==> src/rtl/fan_ctrl_pkg.sv <==
// Shared types, widths and default thresholds for the fan speed controller.
// Also holds the temperature-to-target mapping used by the top level.
package fan_ctrl_pkg;

    localparam int unsigned PWM_W = 8;
    localparam int unsigned RPM_W = 16;

    typedef logic [PWM_W-1:0] duty_t;
    typedef logic [RPM_W-1:0] rpm_t;
    typedef logic [RPM_W:0]   rpm_ext_t;

    typedef enum logic [2:0] {
        StOff      = 3'd0,
        StKick     = 3'd1,
        StSettle   = 3'd2,
        StRegulate = 3'd3,
        StStall    = 3'd4,
        StFault    = 3'd5
    } fan_state_e;

    localparam int unsigned DEF_T_ON        = 30;
    localparam int unsigned DEF_T_HYST      = 3;
    localparam int unsigned DEF_RPM_MIN     = 600;
    localparam int unsigned DEF_RPM_PER_DEG = 100;
    localparam int unsigned DEF_RPM_MAX     = 3000;

    // Wide intermediate so a hot sensor reading saturates instead of wrapping.
    function automatic rpm_t temp_to_rpm(logic [7:0] temp, int unsigned t_on,
                                         int unsigned rpm_min, int unsigned rpm_per_deg,
                                         int unsigned rpm_max);
        logic [23:0] span;
        if (temp < 8'(t_on)) begin
            return '0;
        end
        span = 24'(rpm_min) + 24'(temp - 8'(t_on)) * 24'(rpm_per_deg);
        if (span > 24'(rpm_max)) begin
            return rpm_t'(rpm_max);
        end
        return rpm_t'(span);
    endfunction

endpackage

==> src/rtl/fan_speed_ctrl_if.sv <==
// Signal bundle between the fan controller and its sensor/driver environment.
// The master side supplies sensor data and strobes; the slave side is the controller.
interface fan_speed_ctrl_if;
    import fan_ctrl_pkg::*;

    logic [7:0] temp_c;
    logic       temp_valid;
    rpm_t       rpm;
    logic       fg_signal;
    logic       fault_clr;
    logic       pwm_out;
    duty_t      duty;
    rpm_t       target_rpm;
    logic [2:0] state;
    logic       stall_alarm;

    modport master (
        output temp_c, temp_valid, rpm, fg_signal, fault_clr,
        input  pwm_out, duty, target_rpm, state, stall_alarm
    );

    modport slave (
        input  temp_c, temp_valid, rpm, fg_signal, fault_clr,
        output pwm_out, duty, target_rpm, state, stall_alarm
    );

endinterface

==> src/rtl/fan_pwm_gen.sv <==
// 8-bit PWM generator with prescaler; duty is taken only at the period wrap so
// a mid-period duty change never produces a runt or stretched pulse.
module fan_pwm_gen
    import fan_ctrl_pkg::*;
#(
    parameter int unsigned PWM_DIV = 8
) (
    input  logic  sys_clk,
    input  logic  sys_rst_n,
    input  duty_t duty,
    output logic  pwm_out
);

    localparam int unsigned DivW = (PWM_DIV > 1) ? $clog2(PWM_DIV) : 1;

    logic [DivW-1:0] div_q, div_d;
    duty_t           cnt_q, cnt_d;
    duty_t           active_q, active_d;
    logic            pwm_d;
    logic            step;

    always_comb begin
        step     = (div_q == DivW'(PWM_DIV - 1));
        div_d    = step ? '0 : div_q + DivW'(1);
        cnt_d    = step ? cnt_q + duty_t'(1) : cnt_q;
        active_d = (step && cnt_q == '1) ? duty : active_q;
        // Full scale is forced high; otherwise cnt==255 would leave one low slot.
        pwm_d    = (active_q == '1) || (cnt_q < active_q);
    end

    always_ff @(posedge sys_clk or negedge sys_rst_n) begin
        if (!sys_rst_n) begin
            div_q    <= '0;
            cnt_q    <= '0;
            active_q <= '0;
            pwm_out  <= 1'b0;
        end else begin
            div_q    <= div_d;
            cnt_q    <= cnt_d;
            active_q <= active_d;
            pwm_out  <= pwm_d;
        end
    end

endmodule

==> src/rtl/fan_speed_ctrl.sv <==
// Closed-loop fan controller: temperature sets a target RPM, the FSM kick-starts,
// regulates duty toward the target, detects stall, retries and latches a fault.
module fan_speed_ctrl
    import fan_ctrl_pkg::*;
#(
    parameter int unsigned TICK_CYC    = 50000,
    parameter int unsigned UPDATE_MS   = 100,
    parameter int unsigned KICK_MS     = 500,
    parameter int unsigned SETTLE_MS   = 1000,
    parameter int unsigned TACH_TO_MS  = 250,
    parameter int unsigned T_ON        = DEF_T_ON,
    parameter int unsigned T_HYST      = DEF_T_HYST,
    parameter int unsigned RPM_MIN     = DEF_RPM_MIN,
    parameter int unsigned RPM_PER_DEG = DEF_RPM_PER_DEG,
    parameter int unsigned RPM_MAX     = DEF_RPM_MAX,
    parameter int unsigned STALL_RPM   = 200,
    parameter int unsigned DUTY_MIN    = 51,
    parameter int unsigned DUTY_STEP   = 4,
    parameter int unsigned DEADBAND    = 50,
    parameter int unsigned MAX_RETRY   = 3,
    parameter int unsigned PWM_DIV     = 8
) (
    input logic           sys_clk,
    input logic           sys_rst_n,
    fan_speed_ctrl_if.slave bus
);

    localparam int unsigned TickW = (TICK_CYC > 1) ? $clog2(TICK_CYC) : 1;

    logic [TickW-1:0] tick_q;
    logic             tick;
    logic [7:0]       temp_q;
    rpm_t             target_q, target_d;
    logic [2:0]       fg_sync_q;
    logic [15:0]      tach_q, tach_d;
    rpm_t             rpm_eff;
    fan_state_e       state_q, state_d;
    logic [15:0]      timer_q, timer_d;
    logic [7:0]       retry_q, retry_d;
    duty_t            duty_q, duty_d;
    duty_t            settle_duty, step_up, step_down;
    rpm_t             tgt_div;
    logic             temp_on, temp_off, rpm_low, rpm_high;

    // Free-running 1 ms tick.
    assign tick = (tick_q == TickW'(TICK_CYC - 1));

    always_ff @(posedge sys_clk or negedge sys_rst_n) begin
        if (!sys_rst_n) begin
            tick_q <= '0;
        end else begin
            tick_q <= tick ? '0 : tick_q + TickW'(1);
        end
    end

    // Target follows the latched temperature one cycle later.
    assign target_d = temp_to_rpm(temp_q, T_ON, RPM_MIN, RPM_PER_DEG, RPM_MAX);

    always_ff @(posedge sys_clk or negedge sys_rst_n) begin
        if (!sys_rst_n) begin
            temp_q   <= '0;
            target_q <= '0;
        end else begin
            if (bus.temp_valid) begin
                temp_q <= bus.temp_c;
            end
            target_q <= target_d;
        end
    end

    // The rpm input goes stale when the fan stops, so a missing fg edge overrides it.
    always_comb begin
        tach_d = tach_q;
        if (fg_sync_q[1] && !fg_sync_q[2]) begin
            tach_d = '0;
        end else if (tick && tach_q < 16'(TACH_TO_MS)) begin
            tach_d = tach_q + 16'd1;
        end
        rpm_eff = (tach_q >= 16'(TACH_TO_MS)) ? '0 : bus.rpm;
    end

    always_ff @(posedge sys_clk or negedge sys_rst_n) begin
        if (!sys_rst_n) begin
            fg_sync_q <= '0;
            tach_q    <= '0;
        end else begin
            fg_sync_q <= {fg_sync_q[1:0], bus.fg_signal};
            tach_q    <= tach_d;
        end
    end

    always_comb begin
        temp_on     = (temp_q >= 8'(T_ON));
        temp_off    = (temp_q < 8'(T_ON - T_HYST));
        tgt_div     = target_q >> 4;
        settle_duty = (tgt_div > rpm_t'(255)) ? 8'hFF : tgt_div[7:0];
        if (settle_duty < duty_t'(DUTY_MIN)) begin
            settle_duty = duty_t'(DUTY_MIN);
        end
        step_up   = (duty_q > duty_t'(255 - DUTY_STEP)) ? 8'hFF : duty_q + duty_t'(DUTY_STEP);
        step_down = (duty_q < duty_t'(DUTY_MIN + DUTY_STEP)) ? duty_t'(DUTY_MIN)
                                                              : duty_q - duty_t'(DUTY_STEP);
        // Compare with the deadband on the rpm side so a zero target cannot underflow.
        rpm_low   = (rpm_ext_t'(rpm_eff) + rpm_ext_t'(DEADBAND)) < rpm_ext_t'(target_q);
        rpm_high  = rpm_ext_t'(rpm_eff) > (rpm_ext_t'(target_q) + rpm_ext_t'(DEADBAND));
    end

    always_comb begin
        state_d = state_q;
        timer_d = tick ? timer_q + 16'd1 : timer_q;
        retry_d = retry_q;
        duty_d  = duty_q;

        case (state_q)
            StOff: begin
                if (temp_on) begin
                    state_d = StKick;
                    retry_d = '0;
                end
            end
            StKick: begin
                if (tick && timer_q == 16'(KICK_MS - 1)) begin
                    state_d = StSettle;
                end
            end
            StSettle: begin
                if (tick && timer_q == 16'(SETTLE_MS - 1)) begin
                    state_d = StRegulate;
                end
            end
            StRegulate: begin
                if (tick && timer_q == 16'(UPDATE_MS - 1)) begin
                    timer_d = '0;
                    if (rpm_eff < rpm_t'(STALL_RPM)) begin
                        state_d = StStall;
                    end else begin
                        retry_d = '0;
                        if (rpm_low) begin
                            duty_d = step_up;
                        end else if (rpm_high) begin
                            duty_d = step_down;
                        end
                    end
                end
            end
            StStall: begin
                if (tick) begin
                    if (retry_q < 8'(MAX_RETRY)) begin
                        retry_d = retry_q + 8'd1;
                        state_d = StKick;
                    end else begin
                        state_d = StFault;
                    end
                end
            end
            StFault: begin
                if (bus.fault_clr) begin
                    state_d = StOff;
                    retry_d = '0;
                end
            end
            default: state_d = StOff;
        endcase

        // Cooling down wins over every other transition; a latched fault stays latched.
        if (temp_off && (state_q inside {StKick, StSettle, StRegulate, StStall})) begin
            state_d = StOff;
        end

        if (state_d != state_q) begin
            timer_d = '0;
        end

        // Duty tracks the destination state so it changes on the same edge as the state.
        case (state_d)
            StOff, StStall, StFault: duty_d = '0;
            StKick:                  duty_d = 8'hFF;
            StSettle:                duty_d = settle_duty;
            default:                 ;
        endcase
    end

    always_ff @(posedge sys_clk or negedge sys_rst_n) begin
        if (!sys_rst_n) begin
            state_q <= StOff;
            timer_q <= '0;
            retry_q <= '0;
            duty_q  <= '0;
        end else begin
            state_q <= state_d;
            timer_q <= timer_d;
            retry_q <= retry_d;
            duty_q  <= duty_d;
        end
    end

    fan_pwm_gen #(
        .PWM_DIV (PWM_DIV)
    ) u_pwm (
        .sys_clk   (sys_clk),
        .sys_rst_n (sys_rst_n),
        .duty      (duty_q),
        .pwm_out   (bus.pwm_out)
    );

    assign bus.duty        = duty_q;
    assign bus.target_rpm  = target_q;
    assign bus.state       = state_q;
    assign bus.stall_alarm = (state_q == StFault);

endmodule
==> src/flat_wrapper.sv <==
// flat-port wrapper written by rule: the top's interface ports become plain ports
module fan_speed_ctrl_flat import fan_ctrl_pkg::*;
#(
    parameter int unsigned TICK_CYC    = 50000,
    parameter int unsigned UPDATE_MS   = 100,
    parameter int unsigned KICK_MS     = 500,
    parameter int unsigned SETTLE_MS   = 1000,
    parameter int unsigned TACH_TO_MS  = 250,
    parameter int unsigned T_ON        = DEF_T_ON,
    parameter int unsigned T_HYST      = DEF_T_HYST,
    parameter int unsigned RPM_MIN     = DEF_RPM_MIN,
    parameter int unsigned RPM_PER_DEG = DEF_RPM_PER_DEG,
    parameter int unsigned RPM_MAX     = DEF_RPM_MAX,
    parameter int unsigned STALL_RPM   = 200,
    parameter int unsigned DUTY_MIN    = 51,
    parameter int unsigned DUTY_STEP   = 4,
    parameter int unsigned DEADBAND    = 50,
    parameter int unsigned MAX_RETRY   = 3,
    parameter int unsigned PWM_DIV     = 8
)
  (sys_clk, sys_rst_n, bus_temp_c, bus_temp_valid, bus_rpm, bus_fg_signal, bus_fault_clr, bus_pwm_out, bus_duty, bus_target_rpm, bus_state, bus_stall_alarm);
  fan_speed_ctrl_if bus_i ();
  input logic sys_clk;
  input logic sys_rst_n;
  input wire logic [$bits(bus_i.temp_c)-1:0] bus_temp_c;
  input wire logic [$bits(bus_i.temp_valid)-1:0] bus_temp_valid;
  input wire logic [$bits(bus_i.rpm)-1:0] bus_rpm;
  input wire logic [$bits(bus_i.fg_signal)-1:0] bus_fg_signal;
  input wire logic [$bits(bus_i.fault_clr)-1:0] bus_fault_clr;
  output wire logic [$bits(bus_i.pwm_out)-1:0] bus_pwm_out;
  output wire logic [$bits(bus_i.duty)-1:0] bus_duty;
  output wire logic [$bits(bus_i.target_rpm)-1:0] bus_target_rpm;
  output wire logic [$bits(bus_i.state)-1:0] bus_state;
  output wire logic [$bits(bus_i.stall_alarm)-1:0] bus_stall_alarm;
  assign bus_i.temp_c = bus_temp_c;
  assign bus_i.temp_valid = bus_temp_valid;
  assign bus_i.rpm = bus_rpm;
  assign bus_i.fg_signal = bus_fg_signal;
  assign bus_i.fault_clr = bus_fault_clr;
  assign bus_pwm_out = bus_i.pwm_out;
  assign bus_duty = bus_i.duty;
  assign bus_target_rpm = bus_i.target_rpm;
  assign bus_state = bus_i.state;
  assign bus_stall_alarm = bus_i.stall_alarm;
  fan_speed_ctrl #(.TICK_CYC(TICK_CYC), .UPDATE_MS(UPDATE_MS), .KICK_MS(KICK_MS), .SETTLE_MS(SETTLE_MS), .TACH_TO_MS(TACH_TO_MS), .T_ON(T_ON), .T_HYST(T_HYST), .RPM_MIN(RPM_MIN), .RPM_PER_DEG(RPM_PER_DEG), .RPM_MAX(RPM_MAX), .STALL_RPM(STALL_RPM), .DUTY_MIN(DUTY_MIN), .DUTY_STEP(DUTY_STEP), .DEADBAND(DEADBAND), .MAX_RETRY(MAX_RETRY), .PWM_DIV(PWM_DIV)) u_core (.sys_clk(sys_clk), .sys_rst_n(sys_rst_n), .bus(bus_i));
endmodule
==> config.mk <==
export PLATFORM = sky130hd
export DESIGN_NAME = fan_speed_ctrl_flat
export DESIGN_NICKNAME = d
export VERILOG_FILES = /design/src/rtl/fan_ctrl_pkg.sv /design/src/rtl/fan_speed_ctrl_if.sv /design/src/rtl/fan_pwm_gen.sv /design/src/rtl/fan_speed_ctrl.sv /design/src/flat_wrapper.sv
export SDC_FILE = /design/constraint.sdc
export NUM_CORES = 1
export LEC_CHECK = 0
export ABC_CLOCK_PERIOD_IN_PS = 6520
export CORE_ASPECT_RATIO = 0.7
export CORE_MARGIN = 2
export CORE_UTILIZATION = 33
export DETAILED_ROUTE_END_ITERATION = 10
export PLACE_DENSITY = 0.51
export SYNTH_ARGS = -nofsm -noshare
export SYNTH_HDL_FRONTEND = slang
export SYNTH_HIERARCHICAL = 1
export SYNTH_SLANG_ARGS = --single-unit
==> constraint.sdc <==
create_clock -name sys_clk -period 6.52 [get_ports sys_clk]
set_input_delay 0.978 -clock sys_clk [delete_from_list [all_inputs] [get_ports sys_clk]]
set_output_delay 0.978 -clock sys_clk [all_outputs]
set_load 0.01 [all_outputs]
==> results.json <==
{
  "outcome": "finished clean",
  "drtIter0Drc": 334,
  "synth_warnings": 6,
  "dr.pass1.iters": 4,
  "synth_top_area_share_pct": 33.87,
  "coreArea_um2": 24620,
  "peakVddDrop_mv": 0.1333,
  "fp.dieW_um": 193.3,
  "cts_setup_buffers": 0,
  "p_leak_nw": 4.180,
  "power_density_nw_per_um2": 261.0,
  "ys.flop_type": "dfrtp_1",
  "synth_area_leaders": "dfrtp_1 34%, ha_1 11%, xor2_1 4.9%, xnor2_1 4.7%, nor2_1 3.9%",
  "ant_nets": 0,
  "worstPathMaxFanout": 10,
  "io_pins": 58,
  "criticalPathCategory": "register to register",
  "initial_core_util_pct": 33.61,
  "crit_required_ns": 6.80,
  "nFillCells": 2537,
  "area_growth_pct": 13.79,
  "cts_root_buffer": "clkbuf_16",
  "setup_tns_ns": 0,
  "pre_cts_ws_ns": 1.305,
  "rsz0062_at_grt": "false",
  "syn_avg_cell_area_um2": 9.372,
  "hold_buffers": 0,
  "fin_crit_sh_pct": 79.38,
  "wl_per_cell_um": 14.85,
  "ys_seq_elements": 112,
  "die_area_um2": 26380,
  "post_synth_num_cell_types": 96,
  "hold_class": "register to register",
  "cts_resized": 0,
  "routed_wl_um": 18720,
  "worstPathArrival_ns": 5.45,
  "slew_violations": 0,
  "cts_buffers": 9,
  "yosysSeqAreaShare_pct": 33.87,
  "grt_pass1_wl_um": 31810,
  "port_buffers": 55,
  "die_h_um": 136.5,
  "syn_area_um2": 8275,
  "relSlewSlack_pct": 38.05,
  "globalRouteOverflowTotal": 0,
  "diodes": 0,
  "drive_above_1_share_pct": 7.914,
  "num_rows": 48,
  "p_total_w": 0.002458,
  "async_reset_ff_share_pct": 100.0,
  "grt_start_max_net_pins": 72,
  "track_usage_pct": 14.78,
  "drc": 0,
  "insertion_delay_ns": 0.35,
  "max_slew.worst_pin.slew_ns": 0.9292,
  "cts.clk_slew.worst_paths_ns": 0.08,
  "layout_min_cycle_time_ns": 5.176,
  "via_count": 6238,
  "ctsHtreeMaxLevel": 3,
  "grt_pass1_vias": 6095,
  "synth_edf_count": 0,
  "place_congestion": 0.8209,
  "hpwlAfterDp_um": 14590,
  "hold_viol": 0,
  "via_per_inst": 4.951,
  "timing.hold.ws_ns": 0.3400,
  "yosysTopAreaCell": "dfrtp_1",
  "max_clock_freq_mhz": 193.2,
  "maxCapViolCount": 0,
  "worst_slack_ns": 1.344,
  "crit_path_start_kind": "register",
  "cts_tree": "built",
  "syn_inst": 883,
  "crit_path_end_kind": "register",
  "final_util_pct": 38.24,
  "nets": 1043,
  "cts.path.max_buffers": 2,
  "antenna_found_initial": 0,
  "finalSetupViolCount": 0,
  "fin_skew_ns": 0.01071,
  "clock_sinks": 112
}
through the flow:
| step | instances | instance area, um2 |
|---|---|---|
| 6_report | 1260 | 9417 |
| 4_1_cts | 1260 | 9417 |
| 5_1_grt | 1260 | 9417 |
| 3_5_place_dp | 1244 | 9119 |
| 2_1_floorplan | 888 | 8294 |
| 3_3_place_gp | 1244 | 9119 |
synth_stat cells (4+ instances only):
cell type / n
nor3b_2: 4
a21oi_1: 31
nor4_1: 12
or3_1: 5
nor3_1: 18
o21ai_0: 30
mux2_2: 7
o2111ai_1: 4
inv_1: 63
fa_1: 8
nand3_1: 33
nor2_1: 86
and2_1: 23
mux2_4: 8
o211ai_1: 6
dfrtp_1: 112
xnor2_1: 44
buf_2: 7
a211oi_2: 4
xor2_1: 46
nand2_1: 47
nand4_1: 27
o21ai_1: 8
and3_1: 12
ha_1: 76
nand2b_1: 10
a31oi_1: 6
a21o_1: 9
and4_1: 5
clkbuf_1: 14
nor2b_1: 15
critical path, cell delays in order, from the launching register on:
cell and delay [ns]:
dfrtp_1 0.50, ha_1 0.33, a311oi_1 0.39, xor2_1 0.46, ha_1 0.32, ha_1 0.32
fa_1 0.48, ha_1 0.38, or3b_1 0.37, o311a_1 0.11, o211ai_1 0.17, nand2_1 0.13
nor4_1 0.36, o32a_1 0.21, and3_1 0.34, nor3b_2 0.23
per-layer routing:
metal | GRT usage [%] | vias to the layer above | wire length (um)
met5 | 0 | - | 0
met4 | 1.908 | 0 | 84
met3 | 2.735 | 8 | 508
met2 | 20.73 | 58 | 7427
met1 | 23.62 | 2961 | 10700
li1 | - | 3211 | -
power by group:
part           switching [W]  total [W]  internal [W]
logic               0.000636    0.00113      0.000492
clock network       0.000276   0.000547      0.000271
registers          0.0000581   0.000783      0.000725
total               0.000970    0.00246       0.00149
path summary, 6_finish.rpt:
kind,endpoint,cells after the start,startpoint,slack [ns]
max reg2reg,u_core/bus.target_rpm[10]$_DFF_PN0_,15,u_core/temp_q[1]$_DFFE_PN0P_,1.34
max in group asynchronous,u_core/temp_q[7]$_DFFE_PN0P_,2,sys_rst_n,4.64
min in group asynchronous,u_core/tach_q[4]$_DFFE_PN0P_,1,sys_rst_n,0.76
min reg2reg,u_core/fg_sync_q[1]$_DFF_PN0_,0,u_core/fg_sync_q[0]$_DFF_PN0_,0.34
max,u_core/bus.target_rpm[10]$_DFF_PN0_,15,u_core/temp_q[1]$_DFFE_PN0P_,1.34
min,u_core/fg_sync_q[1]$_DFF_PN0_,0,u_core/fg_sync_q[0]$_DFF_PN0_,0.34
state kept, by name (all words and copies together) (netlist names):
signal / flops
u_core/bus.state: 3
u_core/temp_q: 8
u_core/tick_q: 16
u_core/u_pwm/div_q: 3
u_core/fg_sync_q: 3
u_core/bus.target_rpm: 14
u_core/timer_q: 16
u_core/tach_q: 16
u_core/u_pwm/cnt_q: 8
u_core/u_pwm/active_q: 8
u_core/retry_q: 8
u_core/bus.duty: 8
u_core/u_pwm/pwm_out: 1
layout by cell type, fill, tap and decap left out, drive strengths merged, types with 33 or more instances in the layout:
| master | Yosys | layout |
|---|---|---|
| a21oi | 33 | 33 |
| clkdlybuf4s50 | 0 | 54 |
| dfrtp | 112 | 112 |
| ha | 76 | 76 |
| inv | 64 | 67 |
| nand2 | 49 | 49 |
| nand3 | 35 | 35 |
| nor2 | 88 | 88 |
| o21ai | 39 | 39 |
| xnor2 | 45 | 45 |
| xor2 | 46 | 46 |
cell families (layout without fill, tap and decap cells):
family	count (synthesis)	count (layout)	synth area share, %
compound gates	155	155	13.49
other cells	1	6	0.04531
fa+ha+maj	84	84	13.43
flops	112	112	33.87
mux	19	19	2.903
buf+inv	91	138	4.747
xor+xnor	91	91	9.722
simple gates	330	330	21.80
cell type report:
class | count | area, um2 | area share, %
Clock buffer | 9 | 225.2 | 2.392
Timing Repair Buffer | 58 | 570.5 | 6.059
Inverter | 64 | 240.2 | 2.551
Clock inverter | 7 | 72.57 | 0.7707
Sequential cell | 112 | 2803 | 29.76
Multi-Input combinational cell | 685 | 5099 | 54.15
Tap cell | 325 | 406.6 | 4.318
Power figures use the tool's default switching activity.
